==> config.mk <==
export PLATFORM = sky130hd
export DESIGN_NAME = flash_host_arbiter
export DESIGN_NICKNAME = d
export VERILOG_FILES = /design/src/rtl/flash_host_arbiter.sv
export SDC_FILE = /design/constraint.sdc
export NUM_CORES = 1
export LEC_CHECK = 0
export CELL_PAD_IN_SITES_DETAIL_PLACEMENT = 2
export CELL_PAD_IN_SITES_GLOBAL_PLACEMENT = 2
export CORE_ASPECT_RATIO = 0.8
export CORE_MARGIN = 5
export CORE_UTILIZATION = 26
export DETAILED_ROUTE_END_ITERATION = 6
export DONT_BUFFER_PORTS = 1
export PLACE_DENSITY = 0.68
export SETUP_SLACK_MARGIN = 0.05
export SLEW_MARGIN = 40
export SYNTH_ARGS = -nofsm -noshare
export SYNTH_HDL_FRONTEND = slang
export SYNTH_SLANG_ARGS = --single-unit
==> constraint.sdc <==
create_clock -name clk_i -period 2.45 [get_ports clk_i]
set_clock_uncertainty 0.05 [all_clocks]
set_input_delay 0.735 -clock clk_i [delete_from_list [all_inputs] [get_ports clk_i]]
set_output_delay 0.735 -clock clk_i [all_outputs]
set_load 0.02 [all_outputs]
==> src/rtl/flash_host_arbiter.sv <==
// Two-master arbiter for the flash controller Avalon-MM slave port.
// m0 is the host CPU and m1 is the erase/program engine. The two masters share the port round-robin.
// A lock lets the current owner keep the port between the accesses of a command sequence.
// Watchdogs flag a flash that stalls too long and a lock that idles too long.
//
// Handshake: a master requests with read_i or write_i and holds its command
// until it samples waitrequest_o low at a rising clock edge. That edge
// completes the transfer. The slave side follows the same rule with
// s_waitrequest_i. No command ever reaches the slave outside ACTIVE.
module flash_host_arbiter #(
    parameter int WAIT_MAX = 1024,
    parameter int LOCK_MAX = 256,
    parameter int CNT_W    = 11
) (
    input  logic        clk_i,
    input  logic        rst_i,
    input  logic [3:0]  m0_addr_i,
    input  logic [15:0] m0_data_i,
    input  logic        m0_write_i,
    input  logic        m0_read_i,
    input  logic        m0_byteenable_i,
    input  logic        m0_lock_i,
    output logic [15:0] m0_data_o,
    output logic        m0_waitrequest_o,
    input  logic [3:0]  m1_addr_i,
    input  logic [15:0] m1_data_i,
    input  logic        m1_write_i,
    input  logic        m1_read_i,
    input  logic        m1_byteenable_i,
    input  logic        m1_lock_i,
    output logic [15:0] m1_data_o,
    output logic        m1_waitrequest_o,
    output logic [3:0]  s_addr_o,
    output logic [15:0] s_data_o,
    output logic        s_write_o,
    output logic        s_read_o,
    output logic        s_byteenable_o,
    input  logic [15:0] s_data_i,
    input  logic        s_waitrequest_i,
    output logic [1:0]  grant_o,
    output logic        timeout_o,
    output logic        lock_err_o,
    input  logic        clr_i,
    output logic [1:0]  dbg_state_o
);

    localparam logic [1:0] ST_IDLE   = 2'd0;
    localparam logic [1:0] ST_ACTIVE = 2'd1;
    localparam logic [1:0] ST_HOLD   = 2'd2;

    localparam logic [CNT_W-1:0] WAIT_LAST = CNT_W'(WAIT_MAX - 1);
    localparam logic [CNT_W-1:0] LOCK_LAST = CNT_W'(LOCK_MAX - 1);

    logic [1:0]       r_state;
    logic             r_owner;
    logic             r_last;
    logic [CNT_W-1:0] r_wcnt;
    logic [CNT_W-1:0] r_lcnt;
    logic             r_timeout;
    logic             r_lock_err;

    logic             w_req0;
    logic             w_req1;
    logic             w_own_req;
    logic             w_own_lock;
    logic             w_active;
    logic [1:0]       w_state_nxt;
    logic             w_owner_nxt;
    logic             w_last_nxt;
    logic [CNT_W-1:0] w_wcnt_nxt;
    logic [CNT_W-1:0] w_lcnt_nxt;
    logic             w_set_timeout;
    logic             w_lock_err_nxt;

    assign w_req0     = m0_read_i | m0_write_i;
    assign w_req1     = m1_read_i | m1_write_i;
    assign w_own_req  = r_owner ? w_req1 : w_req0;
    assign w_own_lock = r_owner ? m1_lock_i : m0_lock_i;
    assign w_active   = (r_state == ST_ACTIVE);

    // Next-state, arbitration and watchdog counter logic
    always_comb begin
        w_state_nxt    = r_state;
        w_owner_nxt    = r_owner;
        w_last_nxt     = r_last;
        w_wcnt_nxt     = r_wcnt;
        w_lcnt_nxt     = r_lcnt;
        w_set_timeout  = 1'b0;
        w_lock_err_nxt = 1'b0;
        case (r_state)
            ST_IDLE: begin
                w_wcnt_nxt = '0;
                w_lcnt_nxt = '0;
                if (w_req0 && w_req1) begin
                    // Tie: the master that did not finish last goes first
                    w_owner_nxt = ~r_last;
                    w_state_nxt = ST_ACTIVE;
                end else if (w_req0) begin
                    w_owner_nxt = 1'b0;
                    w_state_nxt = ST_ACTIVE;
                end else if (w_req1) begin
                    w_owner_nxt = 1'b1;
                    w_state_nxt = ST_ACTIVE;
                end
            end
            ST_ACTIVE: begin
                if (!w_own_req) begin
                    // Owner withdrew without completing; fairness history unchanged
                    w_state_nxt = ST_IDLE;
                    w_wcnt_nxt  = '0;
                end else if (!s_waitrequest_i) begin
                    w_last_nxt  = r_owner;
                    w_wcnt_nxt  = '0;
                    w_lcnt_nxt  = '0;
                    w_state_nxt = w_own_lock ? ST_HOLD : ST_IDLE;
                end else begin
                    // Stalled by the flash: count, saturate, never abort
                    if (r_wcnt != '1) begin
                        w_wcnt_nxt = r_wcnt + 1'b1;
                    end
                    if (r_wcnt >= WAIT_LAST) begin
                        w_set_timeout = 1'b1;
                    end
                end
            end
            ST_HOLD: begin
                if (w_own_req) begin
                    w_state_nxt = ST_ACTIVE;
                    w_lcnt_nxt  = '0;
                end else if (!w_own_lock) begin
                    w_state_nxt = ST_IDLE;
                    w_lcnt_nxt  = '0;
                end else if (r_lcnt == LOCK_LAST) begin
                    // Lock idled too long: take the port back
                    w_state_nxt    = ST_IDLE;
                    w_lcnt_nxt     = '0;
                    w_last_nxt     = r_owner;
                    w_lock_err_nxt = 1'b1;
                end else begin
                    w_lcnt_nxt = r_lcnt + 1'b1;
                end
            end
            default: begin
                w_state_nxt = ST_IDLE;
            end
        endcase
    end

    // State, owner history, counters and status flags
    always_ff @(posedge clk_i or negedge rst_i) begin
        if (!rst_i) begin
            r_state    <= ST_IDLE;
            r_owner    <= 1'b0;
            r_last     <= 1'b1;
            r_wcnt     <= '0;
            r_lcnt     <= '0;
            r_timeout  <= 1'b0;
            r_lock_err <= 1'b0;
        end else begin
            r_state    <= w_state_nxt;
            r_owner    <= w_owner_nxt;
            r_last     <= w_last_nxt;
            r_wcnt     <= w_wcnt_nxt;
            r_lcnt     <= w_lcnt_nxt;
            r_lock_err <= w_lock_err_nxt;
            // A new timeout takes priority over a clear in the same cycle
            if (w_set_timeout) begin
                r_timeout <= 1'b1;
            end else if (clr_i) begin
                r_timeout <= 1'b0;
            end
        end
    end

    // Slave command mux, master stalls and grant decode
    always_comb begin
        s_addr_o         = '0;
        s_data_o         = '0;
        s_write_o        = 1'b0;
        s_read_o         = 1'b0;
        s_byteenable_o   = 1'b0;
        if (w_active) begin
            s_addr_o       = r_owner ? m1_addr_i       : m0_addr_i;
            s_data_o       = r_owner ? m1_data_i       : m0_data_i;
            s_write_o      = r_owner ? m1_write_i      : m0_write_i;
            s_read_o       = r_owner ? m1_read_i       : m0_read_i;
            s_byteenable_o = r_owner ? m1_byteenable_i : m0_byteenable_i;
        end
        m0_waitrequest_o = ~(w_active && !r_owner && !s_waitrequest_i);
        m1_waitrequest_o = ~(w_active &&  r_owner && !s_waitrequest_i);
        grant_o          = 2'b00;
        if (r_state == ST_ACTIVE || r_state == ST_HOLD) begin
            grant_o = r_owner ? 2'b10 : 2'b01;
        end
    end

    assign m0_data_o   = s_data_i;
    assign m1_data_o   = s_data_i;
    assign timeout_o   = r_timeout;
    assign lock_err_o  = r_lock_err;
    assign dbg_state_o = r_state;

endmodule

==> impl_metrics.yaml, run 1 <==
floorplan:
  start_util_pct: 26.50
  die_area_um2: 11200
  die_h_um: 95.66
  num_io_pins: 131
  die_w_um: 117.1
  core_region_area_um2: 8999
  rows: 31
clocking:
  ctsHoldBuffers: 0
  clock_latency_ns: 0.27
  cts.sinks: 28
  cts_tree: "built"
  numCtsBuffers: 3
  cts_resized: 0
  clkTransAtPathRegs_ns: 0.07
  postCtsSetupBuffers: 0
  htreeDepth: 1
  root_buffer: "clkbuf_16"
  clk_path_buf_depth: 2
sta:
  max_clock_freq_mhz: 436.2
  worstMarginPinSlew_ns: 0.5342
  tns_ns: 0
  fin_crit_sh_pct: 93.57
  period_needed_ns: 2.292
  hold_viol_final: 0
  setup_viol: 0
  slew_violations: 0
  slew_headroom_pct: 64.01
  rsz0062_at_grt: "false"
route:
  dr.pass1.iters: 4
  drc_errors: 0
  wl_um: 7852
  drtAntennaViolNets: 0
  drt_iter0_markers: 89
  wl_per_cell_um: 19.88
  num_vias: 2135
  routed_via_density: 5.405
power:
  power.density_nw_per_um2: 1003
  leakagePower_nw: 1.098
  peakVddDrop_v: 0.0006016
logic_synthesis:
  synth_edf_count: 0
  synth_most_common_cell: "buf_4"
  synth_common_cells: "buf_4 (32), dfrtp_1 (27), nor2b_1 (25)"
  ys_seq_area_share_pct: 29.43
  synth_top_area_share_pct: 28.33
  syn_nets: 357
  synth_area_um2: 2385
  postSynth.asyncResetShare_pct: 100.0
  synth_cell_types: 49
  synth_top_area_cell: "dfrtp_1"
  synth_top_flop_cell: "dfrtp_1"
  syn_avg_cell_area_um2: 8.427
  ys_ff_latch: 28
  synth.area.top_cells: "dfrtp_1 (28%), mux2i_1 (10%), buf_4 (10%)"
  synth_cells: 283
  yosys_warnings: 0
critical_path:
  cp_data_arrival_time_ns: 1.51
  critPathRequiredTime_ns: 1.66
  worstSetupEndpointType: "primary output"
  reg2reg_depth: 6
  critical_path.max_fanout: 4
  cp-start-kind: "register"
  crit_type: "reg -> out"
place:
  gp_congestion: 0.7714
  port-buffer-count: 0
  hpwl_um: 6070
global_routing:
  grt_use_met3_pct: 3.046
  grt_pass1_vias: 2354
  busiest_layer: "met2"
  grt_max_degree: 29
  grt_overflow: 0
  use_met2_pct: 25.43
  grtUsageTotal_pct: 14.06
  grt_first_pass_wirelength_um: 12520
  use_met1_pct: 17.68
  antenna_found_initial: 0
finish:
  area_growth_pct: 10.02
  diodes: 0
  fin_util_pct: 29.16
  layout.nets: 355
  drive_gt1_share_pct: 17.86
min_path:
  hp-class: "in -> async"
job:
  drv_cap: 0
run_status:
  status: "finished clean"
## cell families (layout without fill, tap and decap cells)
kind of cell | count (synthesis) | count (layout) | synth area share (%)
AO/OA/AOI/OAI | 62 | 62 | 17.52
adder cells (fa/ha/maj) | 6 | 6 | 3.148
buffers and inverters | 54 | 51 | 13.96
flip-flops | 28 | 28 | 29.43
multiplexers | 25 | 25 | 10.55
AND/OR/NAND/NOR | 108 | 108 | 25.39
## sequential cells by signal (all words and copies together), names as in the netlist
signal,cells
r_lcnt,11
r_wcnt,11
dbg_state_o,2
lock_err_o,1
r_last,1
r_owner,1
timeout_o,1
## worst max-delay path: stages, from the launching register on
cell and delay (ns):
dfrtp_1 0.38, inv_1 0.08, ha_2 0.23, or3b_2 0.54
## per-stage QoR
| stage | std cells | power, mW | hold WS, ns | setup WS, ns | cell area [um^2] |
|---|---|---|---|---|---|
| 6_report | 395 | 2.633 | 0.1053 | 0.1575 | 2624 |
| 5_1_grt | 395 | 2.803 | 0.08641 | 0.06211 | 2624 |
| 4_1_cts | 395 | 2.657 | 0.09404 | 0.05429 | 2616 |
| 3_5_place_dp | 391 | 2.219 | 0.3902 | 0.3501 | 2527 |
| 3_3_place_gp | 391 | 2.156 | 0.3902 | 0.3626 | 2527 |
| 2_1_floorplan | 283 | 1.699 | 0.3894 | 0.05762 | 2385 |
## cell usage in the layout, fill, tap and decap left out, drive strengths merged, types with 2 or more instances in the layout
cell and n:
and4 3, ha 6, nor2b 25, and3 3, buf 38, o21bai 2, inv 9, o311ai 2
clkbuf 4, o221ai 2, nand3 19, nor2 12, a21oi 5, o31a 3, o21ai 19, or4 4
or3 3, dfrtp 27, nor3 6, mux2i 24, nor4 2, nor3b 3, nand4 6, o211ai 6
nand2 18, o22ai 4, a32o 2, a31oi 7
## path summary, 6_finish.rpt
check                      slack, ns               end            from
setup / recovery                0.16  m0_waitrequest_o  dbg_state_o[1]
hold / removal                  0.11           r_owner           rst_i
setup reg to reg                0.42         r_wcnt[7]  dbg_state_o[1]
hold reg to reg                 0.44        r_lcnt[10]      r_lcnt[10]
max in group asynchronous       2.08            r_last           rst_i
min in group clk_i              0.44        r_lcnt[10]      r_lcnt[10]
## final cells by class
cell class | count | area (um^2)
flip-flops and latches | 28 | 703.2
repair buffers | 38 | 301.5
inverters | 9 | 33.78
multi-input cells | 201 | 1353
well taps | 115 | 143.9
clock buffers | 4 | 88.84
fillers | 1032 | 6375
## per-layer routing
layer  routed length (um)  vias up  part of all wire [%]
met3                  239        3                   3.0
met5                    0        -                     0
li1                     -      995                     -
met4                   20        0                  0.25
met1                 3520     1112                    45
met2                 4072       25                    52
## report_power, final
group | internal, mW | switching, mW | leakage, nW
Combinational | 0.699 | 0.934 | 0.672
Sequential | 0.514 | 0.0633 | 0.381
Clock | 0.251 | 0.172 | 0.0442
Total | 1.46 | 1.17 | 1.10
(Power assumes the default switching activity.)
==> run 2, diff against run 1 <==
--- a/config.mk
+++ b/config.mk
@@ -14,7 +14,6 @@
 export DONT_BUFFER_PORTS = 1
 export PLACE_DENSITY = 0.68
 export SETUP_SLACK_MARGIN = 0.05
-export SLEW_MARGIN = 40
 export SYNTH_ARGS = -nofsm -noshare
 export SYNTH_HDL_FRONTEND = slang
 export SYNTH_SLANG_ARGS = --single-unit
==> constraint.sdc (replaced) <==
create_clock -name clk_i -period 2.45 [get_ports clk_i]
set_clock_uncertainty 0.05 [all_clocks]
set_input_delay 0.3675 -clock clk_i [delete_from_list [all_inputs] [get_ports clk_i]]
set_output_delay 0.3675 -clock clk_i [all_outputs]
set_load 0.02 [all_outputs]
==> impl_metrics.yaml, run 2 (synthesis gave the netlist of run 1 again) <==
sta:
  tns_ns: 0
  slew_headroom_pct: 63.90
  rsz0062_at_grt: "false"
  slew_violations: 0
  hold-worst-slack_ns: 0.1540
  fin_crit_sh_pct: 89.49
  hold_viol_final: 0
  period_needed_ns: 2.192
  worstMarginPinSlew_ns: 0.5359
  max_clock_freq_mhz: 456.1
  setup_viol: 0
  setup_ws_ns: 0.2575
route:
  drt_iter0_markers: 92
  drc_errors: 0
  num_vias: 2103
  dr.pass1.iters: 4
  wl_um: 7700
  routed_via_density: 5.338
  drtAntennaViolNets: 0
  wl_per_cell_um: 19.54
finish:
  diodes: 0
  fin_cells: 394
  design_area_um2: 2611
  final_common_cell: "buf_4"
  nFillCells: 1045
  drive_gt1_share_pct: 16.49
  area_growth_pct: 9.496
  final_cell_mix: "buf_4 (35), dfrtp_1 (27), nor2b_1 (25)"
  fin_util_pct: 29.02
  layout.nets: 354
place:
  place_ws_ns: 0.4438
  port-buffer-count: 0
  place_area_um2: 2492
  hpwl_um: 5888
  gp_congestion: 0.7364
  place_inst: 388
critical_path:
  critical_path.max_fanout: 33
  cp-start-kind: "register"
  cp_data_arrival_time_ns: 1.77
  worstSetupEndpointType: "primary output"
  critPathRequiredTime_ns: 2.03
  crit_type: "reg -> out"
floorplan:
  die_w_um: 117.1
  num_io_pins: 131
  start_util_pct: 26.50
  rows: 31
  die_h_um: 95.66
  die_area_um2: 11200
  core_region_area_um2: 8999
clocking:
  clkTransAtPathRegs_ns: 0.07
  root_buffer: "clkbuf_16"
  numCtsBuffers: 3
  cts_resized: 0
  clk_path_buf_depth: 2
  clock_latency_ns: 0.26
  cts.sinks: 28
  htreeDepth: 1
  cts_tree: "built"
global_routing:
  grt_overflow: 0
  grt_max_degree: 34
  antenna_found_initial: 0
  grt_pass1_vias: 2345
  grtUsageTotal_pct: 14.20
  grt_first_pass_wirelength_um: 12630
power:
  power.density_nw_per_um2: 981.4
  total_power_mw: 2.563
  leakagePower_nw: 1.093
  peakVddDrop_v: 0.0002818
run_status:
  status: "finished clean"
min_path:
  hp-class: "in -> reg"
job:
  drv_cap: 0
==> run 2: layout make-up <==
cell class,count,area (um^2),share of cell area [%]
Sequential cell,28,701.9,26.88
Clock buffer,4,88.84,3.402
Inverter,9,33.78,1.294
Multi-Input combinational cell,201,1350,51.70
Timing Repair Buffer,37,292.8,11.21
Tap cell,115,143.9,5.510
==> run 2: critical path, stage by stage, from the launching register on <==
cell and delay, ns:
dfrtp_1 0.39, inv_1 0.09, ha_1 0.18, buf_4 0.29
or3b_2 0.56
==> run 2: final timing paths <==
kind                       slack [ns]      startpoint                to  cells past startpoint
max in group asynchronous        1.63           rst_i            r_last                      2
min reg2reg                      0.47      r_lcnt[10]        r_lcnt[10]                      1
min in group asynchronous        0.48           rst_i         r_wcnt[6]                      2
max reg2reg                      0.44  dbg_state_o[1]         r_wcnt[7]                      6
min                              0.15           clr_i         timeout_o                      1
max                              0.26  dbg_state_o[1]  m0_waitrequest_o                      4
==> run 2: routing by layer <==
metal,vias to the layer above,routed length [um],track usage (%)
met5,-,0,0
li1,994,-,-
met2,29,3985,25.43
met4,0,46,1.624
met3,4,295,3.426
met1,1076,3373,17.81
==> run 2: repair_timing <==
item	CTS	global route
setup buffers	0	0
endpoints found under the setup margin	0	0
hold buffers	2	0
hold endpoints to repair	28	0
==> run 2: report_power, final <==
| group | total [mW] | internal, mW | switching [mW] |
|---|---|---|---|
| Sequential | 0.561 | 0.512 | 0.0492 |
| Clock | 0.419 | 0.251 | 0.168 |
| Combinational | 1.58 | 0.643 | 0.939 |
| Total | 2.56 | 1.41 | 1.16 |
==> run 3, diff against run 2 <==
--- a/config.mk
+++ b/config.mk
@@ -5,6 +5,7 @@
 export SDC_FILE = /design/constraint.sdc
 export NUM_CORES = 1
 export LEC_CHECK = 0
+export ABC_CLOCK_PERIOD_IN_PS = 2450
 export CELL_PAD_IN_SITES_DETAIL_PLACEMENT = 2
 export CELL_PAD_IN_SITES_GLOBAL_PLACEMENT = 2
 export CORE_ASPECT_RATIO = 0.8
@@ -13,6 +14,7 @@
 export DETAILED_ROUTE_END_ITERATION = 6
 export DONT_BUFFER_PORTS = 1
 export PLACE_DENSITY = 0.68
+export RECOVER_POWER = 50
 export SETUP_SLACK_MARGIN = 0.05
 export SYNTH_ARGS = -nofsm -noshare
 export SYNTH_HDL_FRONTEND = slang
==> impl_metrics.yaml, run 3 (synthesis gave the netlist of run 1 again) <==
global_routing:
  grt_pass1_vias: 2345
  grt_max_degree: 34
  grtUsageTotal_pct: 14.20
  antenna_found_initial: 0
  grt_overflow: 0
  grt_first_pass_wirelength_um: 12630
clocking:
  cts_resized: 0
  cts_tree: "built"
  numCtsBuffers: 3
  htreeDepth: 1
  root_buffer: "clkbuf_16"
  cts.sinks: 28
  clock_latency_ns: 0.26
  clk_path_buf_depth: 2
  clkTransAtPathRegs_ns: 0.07
route:
  drt_iter0_markers: 92
  drtAntennaViolNets: 0
  wl_um: 7696
  num_vias: 2103
  drc_errors: 0
  wl_per_cell_um: 19.53
  routed_via_density: 5.338
  dr.pass1.iters: 4
sta:
  hold_viol_final: 0
  worstMarginPinSlew_ns: 1.345
  rsz0062_at_grt: "false"
  max_clock_freq_mhz: 456.1
  hold-worst-slack_ns: 0.1540
  slew_violations: 0
  period_needed_ns: 2.193
  setup_viol: 0
  slew_headroom_pct: 10.33
  tns_ns: 0
  fin_crit_sh_pct: 89.49
power:
  p_sw_mw: 1.156
  seqPwrFrac_pct: 21.9
  power.density_nw_per_um2: 983.3
  p_int_mw: 1.404
  p_sw_share_pct: 45.16
  total_power_mw: 2.560
  combPwrFrac_pct: 61.7
  peakVddDrop_v: 0.0002818
  leakagePower_nw: 1.097
  clkPwrFrac_pct: 16.4
finish:
  layout.nets: 354
  diodes: 0
  final_cell_mix: "buf_4 (35), dfrtp_1 (27), nor2b_1 (25)"
  register_area_um2: 701.9
  drive_gt1_share_pct: 16.13
  multi_input_area_um2: 1350
  fin_cells: 394
  area_growth_pct: 9.182
  nFillCells: 1047
  final_common_cell: "buf_4"
  fin_util_pct: 28.93
critical_path:
  cp-start-kind: "register"
  crit_buf_inv: 2
  crit_type: "reg -> out"
  critical_path.max_stage_delay_ns: 0.56
  critical_path.max_fanout: 33
  crit_family: "simple AND/OR/NAND/NOR gates"
  crit_slowest_cell: "or3b_2"
  r2r_setup_slack_ns: 0.44
  cp_data_arrival_time_ns: 1.78
  critPathRequiredTime_ns: 2.03
  worstSetupEndpointType: "primary output"
  crit_chain: "inv_1, ha_1, buf_4, or3b_2"
place:
  place_inst: 388
  hpwl_um: 5888
  gp_congestion: 0.7364
  port-buffer-count: 0
floorplan:
  rows: 31
  core_region_area_um2: 8999
  die_h_um: 95.66
  die_area_um2: 11200
  num_io_pins: 131
  die_w_um: 117.1
  start_util_pct: 26.50
job:
  drv_cap: 0
min_path:
  hp-class: "in -> reg"
run_status:
  status: "finished clean"
-- run 3: layout make-up --
class	instances	area share [%]
Clock buffer	4	3.412
Sequential cell	28	26.96
Timing Repair Buffer	37	10.96
Inverter	9	1.297
Tap cell	115	5.526
Multi-Input combinational cell	201	51.85
-- run 3: repair_timing --
item / CTS / global route
buffers inserted: 0 / 0
endpoints found under the hold margin: 28 / 0
hold buffers: 2 / 0
-- run 3: routing by layer --
layer | part of all wire, % | vias up | global-route usage (%)
met5 | 0 | - | 0
met4 | 0.60 | 0 | 1.624
met3 | 3.8 | 4 | 3.426
met2 | 52 | 29 | 25.43
met1 | 44 | 1076 | 17.81
li1 | - | 994 | -
-- run 3: power groups by stage --
stage | Clock, mW | Sequential, mW | Combinational, mW
global placement | 0 | 0.565 | 1.55
detailed placement | 0 | 0.571 | 1.60
CTS | 0.436 | 0.561 | 1.62
global route | 0.454 | 0.570 | 1.71
finish | 0.419 | 0.561 | 1.58
floorplan | 0 | 0.571 | 1.13
-- run 3: per-stage QoR --
| stage | setup slack [ns] | area [um^2] |
|---|---|---|
| finish | 0.2574 | 2604 |
| global route | 0.1874 | 2604 |
| CTS | 0.2309 | 2611 |
| detailed placement | 0.4438 | 2492 |
| global placement | 0.5344 | 2492 |
| floorplan | 0.4251 | 2385 |
-- run 3: path summary, 6_finish.rpt --
check                               start                to  cells after the start
max                        dbg_state_o[1]  m0_waitrequest_o                      4
min                                 clr_i         timeout_o                      1
max reg2reg                dbg_state_o[1]         r_wcnt[7]                      6
min reg2reg                    r_lcnt[10]        r_lcnt[10]                      1
max in group asynchronous           rst_i         r_lcnt[2]                      2
min in group asynchronous           rst_i         r_wcnt[6]                      2
